[config.mk]
export PLATFORM = sky130hd
export DESIGN_NAME = tick_burst_gen_flat
export DESIGN_NICKNAME = d
export VERILOG_FILES = /design/src/rtl/tick_burst_gen_if.sv /design/src/rtl/tick_burst_gen.sv /design/src/flat_wrapper.sv
export SDC_FILE = /design/constraint.sdc
export NUM_CORES = 1
export LEC_CHECK = 0
export ABC_AREA = 1
export CAP_MARGIN = 20
export CORE_MARGIN = 5
export CORE_UTILIZATION = 50
export CTS_CLUSTER_DIAMETER = 150
export DETAILED_ROUTE_END_ITERATION = 12
export GPL_ROUTABILITY_DRIVEN = 0
export HOLD_SLACK_MARGIN = 0.15
export PLACE_DENSITY = 0.75
export SLEW_MARGIN = 30
export SYNTH_ARGS = -nofsm -noshare
export SYNTH_HDL_FRONTEND = slang
export SYNTH_SLANG_ARGS = --single-unit
[constraint.sdc]
create_clock -name CLK -period 4.8 [get_ports CLK]
set_input_delay 0.72 -clock CLK [delete_from_list [all_inputs] [get_ports CLK]]
set_output_delay 0.72 -clock CLK [all_outputs]
set_load 0.005 [all_outputs]
[src/rtl/tick_burst_gen_if.sv]
// Handshake and configuration bundle for tick_burst_gen.
// The master side requests bursts and reads status; the slave side is the generator.
interface tick_burst_gen_if #(
  parameter int CNT_W = 8,
  parameter int TW    = 4
);
  logic             start;
  logic             abort;
  logic [CNT_W-1:0] burst_len;
  logic [TW-1:0]    high_ticks;
  logic [TW-1:0]    low_ticks;
  logic             pulse_out;
  logic             busy;
  logic             done;
  logic [CNT_W-1:0] pulse_cnt;

  modport master (
    output start, abort, burst_len, high_ticks, low_ticks,
    input  pulse_out, busy, done, pulse_cnt
  );

  modport slave (
    input  start, abort, burst_len, high_ticks, low_ticks,
    output pulse_out, busy, done, pulse_cnt
  );
endinterface

[src/rtl/tick_burst_gen.sv]
// Burst generator timed by rising edges ("ticks") of a divided clock that is
// sampled as ordinary data in the CLK domain. Emits burst_len pulses whose high
// and low widths are counted in ticks, with a start/busy/done handshake and a
// synchronous abort.
module tick_burst_gen #(
  parameter int CNT_W = 8,
  parameter int TW    = 4
) (
  input  logic            CLK,
  input  logic            RST,
  input  logic            clk_div,
  tick_burst_gen_if.slave bus
);

  typedef enum logic [2:0] {
    S_IDLE,
    S_ARM,
    S_HIGH,
    S_LOW,
    S_DONE
  } state_t;

  state_t           state_reg, state_next;
  logic             clk_div_d_reg;
  logic [CNT_W-1:0] len_reg, len_next;
  logic [TW-1:0]    hi_reg, hi_next;
  logic [TW-1:0]    lo_reg, lo_next;
  logic [TW-1:0]    tcnt_reg, tcnt_next;
  logic             pulse_reg, pulse_next;
  logic             busy_reg, busy_next;
  logic             done_reg, done_next;
  logic [CNT_W-1:0] cnt_reg, cnt_next;

  logic             tick;
  logic [CNT_W-1:0] cnt_inc;
  logic [TW-1:0]    hi_sel;
  logic [TW-1:0]    lo_sel;
  logic             tcnt_last;

  // A tick is a 0->1 transition of clk_div between consecutive CLK samples.
  assign tick      = clk_div & ~clk_div_d_reg;
  assign cnt_inc   = cnt_reg + CNT_W'(1);
  // Zero widths would stall the counter, so they are promoted to one tick.
  assign hi_sel    = (bus.high_ticks == '0) ? TW'(1) : bus.high_ticks;
  assign lo_sel    = (bus.low_ticks == '0) ? TW'(1) : bus.low_ticks;
  // The counter is never below 1 in HIGH/LOW; <= keeps it from wrapping regardless.
  assign tcnt_last = (tcnt_reg <= TW'(1));

  // Next-state and registered-output logic for the burst sequencer.
  always_comb begin
    state_next = state_reg;
    len_next   = len_reg;
    hi_next    = hi_reg;
    lo_next    = lo_reg;
    tcnt_next  = tcnt_reg;
    pulse_next = pulse_reg;
    busy_next  = busy_reg;
    done_next  = 1'b0;
    cnt_next   = cnt_reg;

    unique case (state_reg)
      S_IDLE: begin
        // Ticks are ignored here, so a tick coincident with acceptance never
        // launches the first pulse. Abort has no meaning while idle.
        if (bus.start) begin
          cnt_next = '0;
          if (bus.burst_len != '0) begin
            len_next   = bus.burst_len;
            hi_next    = hi_sel;
            lo_next    = lo_sel;
            busy_next  = 1'b1;
            state_next = S_ARM;
          end else begin
            done_next = 1'b1;
          end
        end
      end

      S_ARM: begin
        if (bus.abort) begin
          pulse_next = 1'b0;
          busy_next  = 1'b0;
          state_next = S_IDLE;
        end else if (tick) begin
          pulse_next = 1'b1;
          tcnt_next  = hi_reg;
          state_next = S_HIGH;
        end
      end

      S_HIGH: begin
        if (bus.abort) begin
          pulse_next = 1'b0;
          busy_next  = 1'b0;
          state_next = S_IDLE;
        end else if (tick) begin
          if (tcnt_last) begin
            pulse_next = 1'b0;
            cnt_next   = cnt_inc;
            tcnt_next  = '0;
            if (cnt_inc == len_reg) begin
              // done and the busy drop are registered on the same edge.
              busy_next  = 1'b0;
              done_next  = 1'b1;
              state_next = S_DONE;
            end else begin
              tcnt_next  = lo_reg;
              state_next = S_LOW;
            end
          end else begin
            tcnt_next = tcnt_reg - TW'(1);
          end
        end
      end

      S_LOW: begin
        if (bus.abort) begin
          pulse_next = 1'b0;
          busy_next  = 1'b0;
          state_next = S_IDLE;
        end else if (tick) begin
          if (tcnt_last) begin
            pulse_next = 1'b1;
            tcnt_next  = hi_reg;
            state_next = S_HIGH;
          end else begin
            tcnt_next = tcnt_reg - TW'(1);
          end
        end
      end

      S_DONE: begin
        // Single-cycle completion state; start and abort are not looked at.
        state_next = S_IDLE;
      end

      default: begin
        pulse_next = 1'b0;
        busy_next  = 1'b0;
        state_next = S_IDLE;
      end
    endcase
  end

  // State, edge-detect history and output registers with async active-low reset.
  always_ff @(posedge CLK or negedge RST) begin
    if (!RST) begin
      state_reg     <= S_IDLE;
      clk_div_d_reg <= 1'b0;
      len_reg       <= '0;
      hi_reg        <= '0;
      lo_reg        <= '0;
      tcnt_reg      <= '0;
      pulse_reg     <= 1'b0;
      busy_reg      <= 1'b0;
      done_reg      <= 1'b0;
      cnt_reg       <= '0;
    end else begin
      state_reg     <= state_next;
      clk_div_d_reg <= clk_div;
      len_reg       <= len_next;
      hi_reg        <= hi_next;
      lo_reg        <= lo_next;
      tcnt_reg      <= tcnt_next;
      pulse_reg     <= pulse_next;
      busy_reg      <= busy_next;
      done_reg      <= done_next;
      cnt_reg       <= cnt_next;
    end
  end

  assign bus.pulse_out = pulse_reg;
  assign bus.busy      = busy_reg;
  assign bus.done      = done_reg;
  assign bus.pulse_cnt = cnt_reg;

endmodule

[src/flat_wrapper.sv]
// flat-port wrapper written by rule: the top's interface ports become plain ports
module tick_burst_gen_flat 
#(
  parameter int CNT_W = 8,
  parameter int TW    = 4
)
  (CLK, RST, clk_div, bus_start, bus_abort, bus_burst_len, bus_high_ticks, bus_low_ticks, bus_pulse_out, bus_busy, bus_done, bus_pulse_cnt);
  tick_burst_gen_if #(.CNT_W(CNT_W), .TW(TW)) bus_i ();
  input  logic CLK;
  input  logic RST;
  input  logic clk_div;
  input wire logic [$bits(bus_i.start)-1:0] bus_start;
  input wire logic [$bits(bus_i.abort)-1:0] bus_abort;
  input wire logic [$bits(bus_i.burst_len)-1:0] bus_burst_len;
  input wire logic [$bits(bus_i.high_ticks)-1:0] bus_high_ticks;
  input wire logic [$bits(bus_i.low_ticks)-1:0] bus_low_ticks;
  output wire logic [$bits(bus_i.pulse_out)-1:0] bus_pulse_out;
  output wire logic [$bits(bus_i.busy)-1:0] bus_busy;
  output wire logic [$bits(bus_i.done)-1:0] bus_done;
  output wire logic [$bits(bus_i.pulse_cnt)-1:0] bus_pulse_cnt;
  assign bus_i.start = bus_start;
  assign bus_i.abort = bus_abort;
  assign bus_i.burst_len = bus_burst_len;
  assign bus_i.high_ticks = bus_high_ticks;
  assign bus_i.low_ticks = bus_low_ticks;
  assign bus_pulse_out = bus_i.pulse_out;
  assign bus_busy = bus_i.busy;
  assign bus_done = bus_i.done;
  assign bus_pulse_cnt = bus_i.pulse_cnt;
  tick_burst_gen #(.CNT_W(CNT_W), .TW(TW)) u_core (.CLK(CLK), .RST(RST), .clk_div(clk_div), .bus(bus_i));
endmodule
======== Yosys cells after proc, flatten, opt, wreduce, memory -nomap -nowiden ========
Index checks and enable logic that the tools add are counted.
word-level totals
  flip-flop bits (word level) ............. 35
  bits in latches ......................... 0
  RAM bits ................................ 0
  memory bits (read-only) ................. 0
  input port bits ......................... 21
  word-level logic and storage cells ...... 105
  memories kept ........................... 0
operators by class
  $add $sub $neg .......................... 2
  $mul .................................... 0
  div/mod/pow operators ................... 0
  magnitude comparators ................... 1
  eq/ne operators ......................... 21
  shift operators ......................... 0
  multiplexer cells ....................... 53
  bitwise gates (word level) .............. 4
  reduce and logical (&&, ||, !) cells .... 14
operator list
  cell                                                                               count
  4-bit 2-to-1 mux                                                                   11
  3-bit 2-to-1 mux                                                                   11
  8-bit 2-to-1 mux                                                                   4
  1-bit 2-to-1 mux                                                                   21
  7-bit AND reduction                                                                3
  3-bit by 2-bit inequality test with 1-bit output (second input constant)           6
  8-bit case mux with 2 select lines                                                 1
  2-bit by 1-bit inequality test with 1-bit output (second input constant)           6
  3-bit case mux with 4 select lines                                                 1
  4-bit case mux with 3 select lines                                                 1
  8-bit by 1-bit adder with 8-bit output (second input constant)                     1
  8-bit equality test                                                                1
  4-bit logical NOT                                                                  2
  2-bit inequality test (second input constant)                                      4
  1-bit case mux with 4 select lines                                                 2
  8-bit nonzero test                                                                 1
  3-bit by 2-bit equality test with 1-bit output (second input constant)             2
  6-bit AND reduction                                                                1
  5-bit AND reduction                                                                1
  4-bit by 1-bit less-or-equal comparator with 1-bit output (second input constant)  1
  2-bit OR reduction                                                                 2
  4-bit by 1-bit subtractor with 4-bit output (second input constant)                1
  3-bit by 1-bit equality test with 1-bit output (second input constant)             1
  3-bit equality test (second input constant)                                        1
  other kinds (7)                                                                    9

======== Longest topological paths before layout ========
Gate-level depths: netlist (run 1).
  depth in word-level cells ............... 7
  mapped depth ............................ 16
  mapped depth without buffers ............ 16

======== Worst setup path before layout (run 1) ========
OpenSTA, ideal clock, no wires.
  path kind ............................... reg2reg
  start point ............................. register u_core.cnt_reg[0], in the netlist u_core.bus.pulse_cnt[0]
  end point ............................... register u_core.busy_reg, in the netlist u_core.bus.busy
  library setup time ...................... 135 ps
  data arrival time ....................... 1,636 ps
  required time ........................... 4,665 ps
  path slack .............................. 3,029 ps
  stages on the path, launching flop included .. 12
  path buffers ............................ 0
  cells stage by stage .................... dfrtp_1 > ha_1 > xnor2_1 > nand2_1 > nor2_1 > nand2_1 > nor2_1 > nand3_2 > nand2_1 > nand2_1 > nor3_2 > o21ai_1
between the ends
  word-level cells in the longest chain between the ends .. 4
RTL lines
  what                                                        line                   text
  start, declared                                             tick_burst_gen.sv:32   logic [CNT_W-1:0] cnt_reg, cnt_next;
  start signal, assigned                                      tick_burst_gen.sv:168  cnt_reg <= cnt_next;
  8-bit by 1-bit adder with 8-bit output                      tick_burst_gen.sv:42   assign cnt_inc = cnt_reg + CNT_W'(1);
  8-bit equality test                                         tick_burst_gen.sv:101  if (cnt_inc == len_reg) begin
  3-bit by 2-bit inequality test with 1-bit output (no line)  n/a
  7-bit AND reduction (no line)                               n/a
  end signal, assigned                                        tick_burst_gen.sv:166  busy_reg <= busy_next;
  end, declared                                               tick_burst_gen.sv:30   logic busy_reg, busy_next;
Every way passes these cells.
A chain may end at the register's enable or synchronous reset.

======== Worst setup path after layout (run 1) ========
  start point ............................. input bus_burst_len[0]
  end point ............................... register u_core.len_reg[2]
between the ends
  word-level cells in the longest chain between the ends .. 2
RTL lines
  what                           line                   text
  start, declared                flat_wrapper.sv:14     input wire logic [$bits(bus_i.burst_len)-1:0] bus_burst_len;
  8-bit nonzero test             tick_burst_gen.sv:67   if (bus.burst_len != '0) begin
  3-bit AND reduction (no line)  n/a
  end signal, assigned           tick_burst_gen.sv:161  len_reg <= len_next;
  end, declared                  tick_burst_gen.sv:25   logic [CNT_W-1:0] len_reg, len_next;
Every way passes these cells.

==> reports/metrics.csv, run 1 <==
metric,value,unit
worstSetupPathType,in -> reg,
r2r_start,u_core.state_reg[0],
clk_transition_reported_paths,80,ps
area_growth,22.5,%
grt.overflow.total,0,
synth_edf_count,0,
power,0.00113,W
synthXorXnorAreaFrac,0.0168,
ant_nets,0,
hold_violations,0,
maxSlewViolCount,0,
clk_latency,290,ps
vias,1850,
maxCapViolations,0,
layout.cells.non_filler,372,
async_flop_share,1.00,
clockRootBuffer,clkbuf_8,
max_freq,416,MHz
cts_setup_buffers,0,
cts_sinks,35,
h-tree-depth,2,
cts_buffer_depth,2,
layout_setup_ws,2400,ps
synth_area,2080,um^2
numCtsBuffers,5,
synthMuxAreaShare,0.00541,
cts_hold_buffers,0,
status,"complete, no violations",
die_x,74.5,um
crit_path_start_kind,input port,
seq_area_frac_synth,0.421,
path_max_fanout,32,
rr_worst_depth,7,
grt.total_usage,0.185,
dr.pass1.iters,4,
ys_warn_count,0,
wl_per_cell,12.0,um
place_ws,2090,ps
drc,0,
post_cts_resized,0,
finClkSkew,13.4,ps
setup_viol,0,
yosys.area_share.simple,0.308,
hp-class,reg -> reg,
crit_required,4980,ps
synth_top_family_by_area,simple AND/OR/NAND/NOR gates,
drt-initial-drc-count,99,
hold_path_startpoint,u_core.lo_reg[1],
synthFlopType,dfrtp_1,
worstMarginPinSlew,844,ps
dp_cells,364,
synth_cells,285,
cp.arrival,2590,ps
die_area,5550,um^2
grt_pass1_wl,7.80,mm
fin_crit,2400,ps
startpoint,bus_burst_len[0],
ys_ff_latch,35,
power.density,445,nW/um^2
rows,23,
numPortBuffers,31,
rsz0062_at_grt,false,
drt-vias-per-instance,4.97,
io-pin-count,32,
min_period_over_period,0.501,
fin_setup_tns,0,ps
synth_fa_ha_area_frac,0.0180,
leakage,1.26,nW
end_kind,flip-flop,
syn_avg_cell_area,7.31,um^2
drt_wl_total,4.48,mm
synth_cell_types,34,
cts_tree,built,
whs_path_depth,2,
irDropWorstVdd,232,uV
grt_max_degree,36,
synth_compound_area_frac,0.123,
drive_gt1_frac,0.0901,
grt_pass1_vias,1780,
start_util,0.517,
core-area,4030,um^2
antenna_found_initial,0,
diodes,0,
die_h,74.5,um
max-slew-margin-rel,0.436,
nNetsFinal,345,
hpwl,3.37,mm
syn-num-nets,309,
[routing by layer]
layer	part of all wire	global-route usage
met1	0.48	0.240
met2	0.46	0.297
met3	0.045	0.0419
met4	0.016	0.0791
met5	0	0
[through the flow]
| stage | util | hold slack [ps] | instance area, um^2 |
|---|---|---|---|
| floorplan | - | 424 | 2080 |
| global placement | 0.608 | 469 | 2450 |
| detailed placement | 0.608 | 475 | 2450 |
| CTS | 0.633 | 491 | 2550 |
| global route | 0.633 | 514 | 2550 |
| finish | 0.633 | 493 | 2550 |
[area by class of cell]
| class | count | area, um^2 |
|---|---|---|
| Sequential cell | 35 | 876 |
| Multi-Input combinational cell | 190 | 981 |
| Timing Repair Buffer | 32 | 318 |
| Inverter | 57 | 214 |
| Fill cell | 366 | 1480 |
| Tap cell | 50 | 62.6 |
| Clock buffer | 8 | 100 |
[critical path, cell delays in order]
cell	delay (ps)
clkdlybuf4s50_1	420
inv_1	70
nand3_1	70
nor3_1	170
inv_1	100
nand2_1	630
mux2_2	410
[cell families (layout without fill, tap and decap cells)]
logic type      after synthesis  in the layout
mux                           1              1
flops                        35             35
simple gates                137            137
fa+ha+maj                     3              3
compound gates               45             45
xor+xnor                      4              4
buf+inv                      60             97
[where the power goes]
part / total [W] / switching, W / internal, W
clock: 0.000236 / 0.000105 / 0.000131
sequential: 0.000472 / 0.0000782 / 0.000393
combinational: 0.000427 / 0.000246 / 0.000181
[Yosys cell counts (all sizes together), types with 3 or more instances]
| cell type | count | area, um^2 |
|---|---|---|
| nand2 | 76 | 290 |
| inv | 57 | 214 |
| dfrtp | 35 | 876 |
| o21ai | 29 | 153 |
| nand3 | 27 | 145 |
| nor2 | 20 | 105 |
| nor3 | 6 | 46.3 |
| a21oi | 5 | 25.0 |
| a31oi | 3 | 18.8 |
| clkbuf | 3 | 11.3 |
| ha | 3 | 37.5 |
| o211ai | 3 | 22.5 |
| or2 | 3 | 18.8 |
[path summary, 6_finish.rpt]
kind,endpoint,slack [ps]
setup / recovery,u_core.len_reg[2],2400
setup reg to reg,u_core.len_reg[2],2670
hold reg to reg,u_core.lo_reg[1],490
max in group asynchronous,u_core.len_reg[6],3630
min in group asynchronous,u_core.bus.pulse_cnt[5],830
hold / removal,u_core.lo_reg[1],490
[layout by cell type, fill, tap and decap left out, drive strengths merged, types with 2 or more instances in the layout]
master	n
nand2	76
inv	57
dfrtp	35
clkdlybuf4s50	31
o21ai	29
nand3	27
nor2	20
clkbuf	8
nor3	6
a21oi	5
o211ai	3
a31oi	3
ha	3
or2	3
nand3b	2
xor2	2
xnor2	2
o22ai	2
(Power assumes the default switching activity.)
==> run 2, diff against run 1 <==
==> constraint.sdc (replaced) <==
create_clock -name CLK -period 2.4 [get_ports CLK]
set_input_delay 0.36 -clock CLK [delete_from_list [all_inputs] [get_ports CLK]]
set_output_delay 0.36 -clock CLK [all_outputs]
set_load 0.005 [all_outputs]
==> reports/metrics.csv, run 2 (same netlist as run 1, synthesis figures left out) <==
metric,value,unit
area_growth,25.7,%
r2r_end,u_core.bus.busy,
post_cts_resized,0,
hold_slack,471,ps
grt_max_degree,36,
seqPwrFrac,0.384,
final_area,2620,um^2
rows,23,
setup_viol,0,
cts_setup_buffers,0,
critPathSlowestCell,dfrtp_1,
io-pin-count,32,
leakage,1.29,nW
power.density,946,nW/um^2
drt-vias-per-instance,5.06,
swShare,0.364,
core-area,4030,um^2
clk_transition_reported_paths,80,ps
diodes,0,
mostFrequentLayoutCells,"nand2_1, inv_1, dfrtp_1, clkdlybuf4s50_1, nand3_1",
path_cells,ha_1 > nand2_2 > nor2_4 > nand2_1 > nand3b_1 > nand2_1 > nor2_2 > nand3_2 > nand2_1 > nand2_1 > nor3_2 > o21ai_1,
grt_use_met3,0.0338,
max-slew-margin-rel,0.701,
layout.cells.non_filler,376,
maxSlewViolCount,0,
numCtsBuffers,5,
layout_setup_ws,325,ps
numPortBuffers,31,
cpMostUsedCell,nand2_1,
p_clk_frac,0.259,
r2r_start,u_core.bus.pulse_cnt[0],
drt_wl_total,4.76,mm
top_usage_layer,met2,
slowest_delay,490,ps
max_freq,482,MHz
rr_worst_depth,12,
worstSetupPathType,reg -> reg,
crit_path_start_kind,flip-flop,
die_x,74.5,um
ant_nets,0,
worstMarginPinSlew,448,ps
status,"complete, no violations",
drive_gt1_frac,0.104,
dp_cells,368,
h-tree-depth,2,
hp-class,in -> async,
grt_pass1_vias,1855,
layout.area.seq,876,um^2
min_period_over_period,0.865,
drt-initial-drc-count,210,
cts_sinks,35,
fin_setup_tns,0,ps
crit_family,simple AND/OR/NAND/NOR gates,
cts_hold_buffers,0,
maxCapViolations,0,
nNetsFinal,349,
dr.pass1.iters,4,
grt_use_met2,0.333,
hold_violations,0,
n_fill_cell,400,
finClkSkew,4.78,ps
cp.arrival,2250,ps
grt_pass1_wl,8.13,mm
switching_power,0.000902,W
irDropWorstVdd,454,uV
cts_buffer_depth,2,
crit_buf_inv,0,
wl_per_cell,12.7,um
path_max_fanout,8,
fin_crit,2080,ps
vias,1901,
multi_input_area,981,um^2
rsz0062_at_grt,false,
end_kind,flip-flop,
final_common_cell,nand2_1,
antenna_found_initial,0,
start_util,0.517,
hpwl,3.59,mm
die_h,74.5,um
place_ws,363,ps
grt.total_usage,0.192,
grt.overflow.total,0,
gr-usage-met1,0.237,
power.internal,0.00157,W
place_area,2480,um^2
drc,0,
cts_tree,built,
r2r_slack,320,ps
crit_required,2570,ps
clk_latency,290,ps
clockRootBuffer,clkbuf_8,
die_area,5550,um^2
comb_power_share,0.358,
==> run 2: area by class of cell <==
class / instances / area share
well taps: 50 / 0.0239
multi-input cells: 190 / 0.375
clock buffers: 5 / 0.0263
clock inverters: 3 / 0.0258
repair buffers: 36 / 0.133
flip-flops and latches: 35 / 0.335
inverters: 57 / 0.0817
==> run 2: worst max-delay path by stage <==
stage                             from                   to  slack (ps)  cells past startpoint
2_1_floorplan  u_core.bus.pulse_cnt[0]      u_core.bus.busy         630                     11
3_3_place_gp          bus_burst_len[3]     u_core.lo_reg[0]         400                      8
3_5_place_dp                   clk_div  u_core.state_reg[0]         360                     11
4_1_cts        u_core.bus.pulse_cnt[0]      u_core.bus.busy         340                     12
5_1_grt        u_core.bus.pulse_cnt[0]      u_core.bus.busy         130                     12
6_report       u_core.bus.pulse_cnt[0]      u_core.bus.busy         320                     12
==> run 2: per-stage QoR <==
| stage | util | power (W) |
|---|---|---|
| 6_report | 0.650 | 0.00248 |
| 4_1_cts | 0.650 | 0.00250 |
| 2_1_floorplan | - | 0.00157 |
| 5_1_grt | 0.650 | 0.00268 |
| 3_5_place_dp | 0.616 | 0.00184 |
| 3_3_place_gp | 0.616 | 0.00182 |
==> run 2: power by group through the flow <==
| stage | Sequential (W) | Clock, W | Combinational, W |
|---|---|---|---|
| after floorplan | 0.000908 | 0 | 0.000657 |
| after global placement | 0.000956 | 0 | 0.000863 |
| after detailed placement | 0.000955 | 0 | 0.000885 |
| after CTS | 0.000950 | 0.000658 | 0.000889 |
| after global routing | 0.000982 | 0.000679 | 0.00102 |
| final | 0.000950 | 0.000641 | 0.000886 |
==> run 2: routing by layer <==
| metal | wire, um | up-vias |
|---|---|---|
| li1 | - | 975 |
| met1 | 2130 | 879 |
| met2 | 2340 | 43 |
| met3 | 234 | 4 |
| met4 | 47 | 0 |
| met5 | 0 | - |
==> run 3, diff against run 2 <==
--- a/config.mk
+++ b/config.mk
@@ -5,7 +5,7 @@
 export SDC_FILE = /design/constraint.sdc
 export NUM_CORES = 1
 export LEC_CHECK = 0
-export ABC_AREA = 1
+export ABC_AREA = 0
 export CAP_MARGIN = 20
 export CORE_MARGIN = 5
 export CORE_UTILIZATION = 50
==> reports/metrics.csv, run 3 <==
metric,value,unit
synth_cell_types,49,
post_cts_resized,0,
hp-class,in -> async,
cts_hold_buffers,0,
yosysMostFrequentCell,dfrtp_1,
hpwl,3.37,mm
end_kind,flip-flop,
cts_sinks,35,
rsz0062_at_grt,false,
maxCapViolations,0,
grt.overflow.total,0,
nNetsFinal,272,
hold_slack,487,ps
grt_pass1_wl,7.76,mm
diodes,0,
synth_edf_count,0,
numPortBuffers,31,
numCtsBuffers,5,
wl_per_cell,15.2,um
clockRootBuffer,clkbuf_8,
worstMarginPinSlew,455,ps
cts_setup_buffers,0,
maxSlewViolCount,0,
drive_gt1_frac,0.153,
core-area,3940,um^2
grt_pass1_vias,1605,
hold_violations,0,
vias,1722,
finClkSkew,7.54,ps
seq_area_frac_synth,0.434,
yosys.area.top_type,dfrtp_1,
grt_max_degree,36,
syn_avg_cell_area,9.75,um^2
syn-num-nets,231,
place_area,2430,um^2
dr.pass1.iters,4,
setup_viol,0,
crit_required,2620,ps
synth.top_cell.area_share,0.434,
leakage,1.03,nW
async_flop_share,1.00,
ys_ff_latch,35,
die_h,73.5,um
area_growth,27.2,%
drt-initial-drc-count,208,
start_util,0.512,
ys_warn_count,0,
yosys-top-cells-count,"dfrtp_1, o21ai_0, a21oi_1, nor2_1, nand2_1",
irDropWorstVdd,511,uV
power,0.00241,W
final_area,2570,um^2
rr_worst_depth,8,
grt.total_usage,0.188,
cts_buffer_depth,2,
die_area,5410,um^2
min_period_over_period,0.931,
antenna_found_initial,0,
max-slew-margin-rel,0.694,
fin_crit,2230,ps
cp.arrival,2460,ps
crit_path_start_kind,flip-flop,
h-tree-depth,2,
fin_setup_tns,0,ps
final_common_cell,dfrtp_1,
drt_wl_total,4.53,mm
clk_transition_reported_paths,80,ps
cts_tree,built,
die_x,73.5,um
synthFlopType,dfrtp_1,
clk_latency,290,ps
drt-vias-per-instance,5.76,
rows,23,
synth_area,2020,um^2
ys_top_cells_by_area,"dfrtp_1, o21ai_0, mux2_2",
mostFrequentLayoutCells,"dfrtp_1, clkdlybuf4s50_1, o21ai_0, nor2_1, a21oi_1",
status,"complete, no violations",
path_max_fanout,5,
max_freq,448,MHz
drc,0,
worstSetupPathType,reg -> reg,
synth_cells,207,
ant_nets,0,
io-pin-count,32,
power.density,941,nW/um^2
## run 3: logic make-up after synthesis
kind of cell             Yosys count  synth area share
AO/OA/AOI/OAI                     57             0.175
XOR/XNOR                          15            0.0725
adder cells (fa/ha/maj)            3            0.0186
buffers and inverters             16            0.0384
flip-flops                        35             0.434
multiplexers                      15            0.0924
AND/OR/NAND/NOR                   66             0.169
## run 3: final cells by class
class                           count  area, um^2
Fill cell                         339        1380
Multi-Input combinational cell    156        1060
Sequential cell                    35         876
Timing Repair Buffer               43         400
Clock buffer                        5        68.8
Clock inverter                      3        67.6
Tap cell                           50        62.6
Inverter                            7        26.3
## run 3: critical path, cell delays in order, from the launching register on
cell and delay [ps]:
dfrtp_1 430, inv_1 140, ha_1 220, nor2_1 90, or3_4 370, nor2_2 170
o21ai_0 140, or4_1 480, o21ai_1 130
## run 3: final timing paths
kind,from,end,slack [ps]
max,u_core.tcnt_reg[0],u_core.state_reg[0],170
min,RST,u_core.bus.pulse_cnt[0],490
max reg2reg,u_core.tcnt_reg[0],u_core.state_reg[0],170
min reg2reg,u_core.len_reg[0],u_core.len_reg[0],530
max in group asynchronous,RST,u_core.len_reg[2],1600
min in group CLK,u_core.len_reg[0],u_core.len_reg[0],530
## run 3: per-layer routing
layer	wire length [um]	share of wire	global-route usage
met5	0	0	0
met4	29	0.0064	0.0604
met3	294	0.065	0.0451
met2	2120	0.47	0.284
met1	2080	0.46	0.266
## run 3: power by group
part / internal (W) / switching [W]
Sequential: 0.000787 / 0.000169
Combinational: 0.000450 / 0.000370
Clock: 0.000414 / 0.000223
## run 3: stage by stage
step / cells / util / worst slack (ps)
after floorplan: 207 / - / 403
after global placement: 291 / 0.616 / 174
after detailed placement: 291 / 0.616 / 156
after CTS: 299 / 0.651 / 167
after global routing: 299 / 0.651 / 4.37
final: 299 / 0.651 / 167
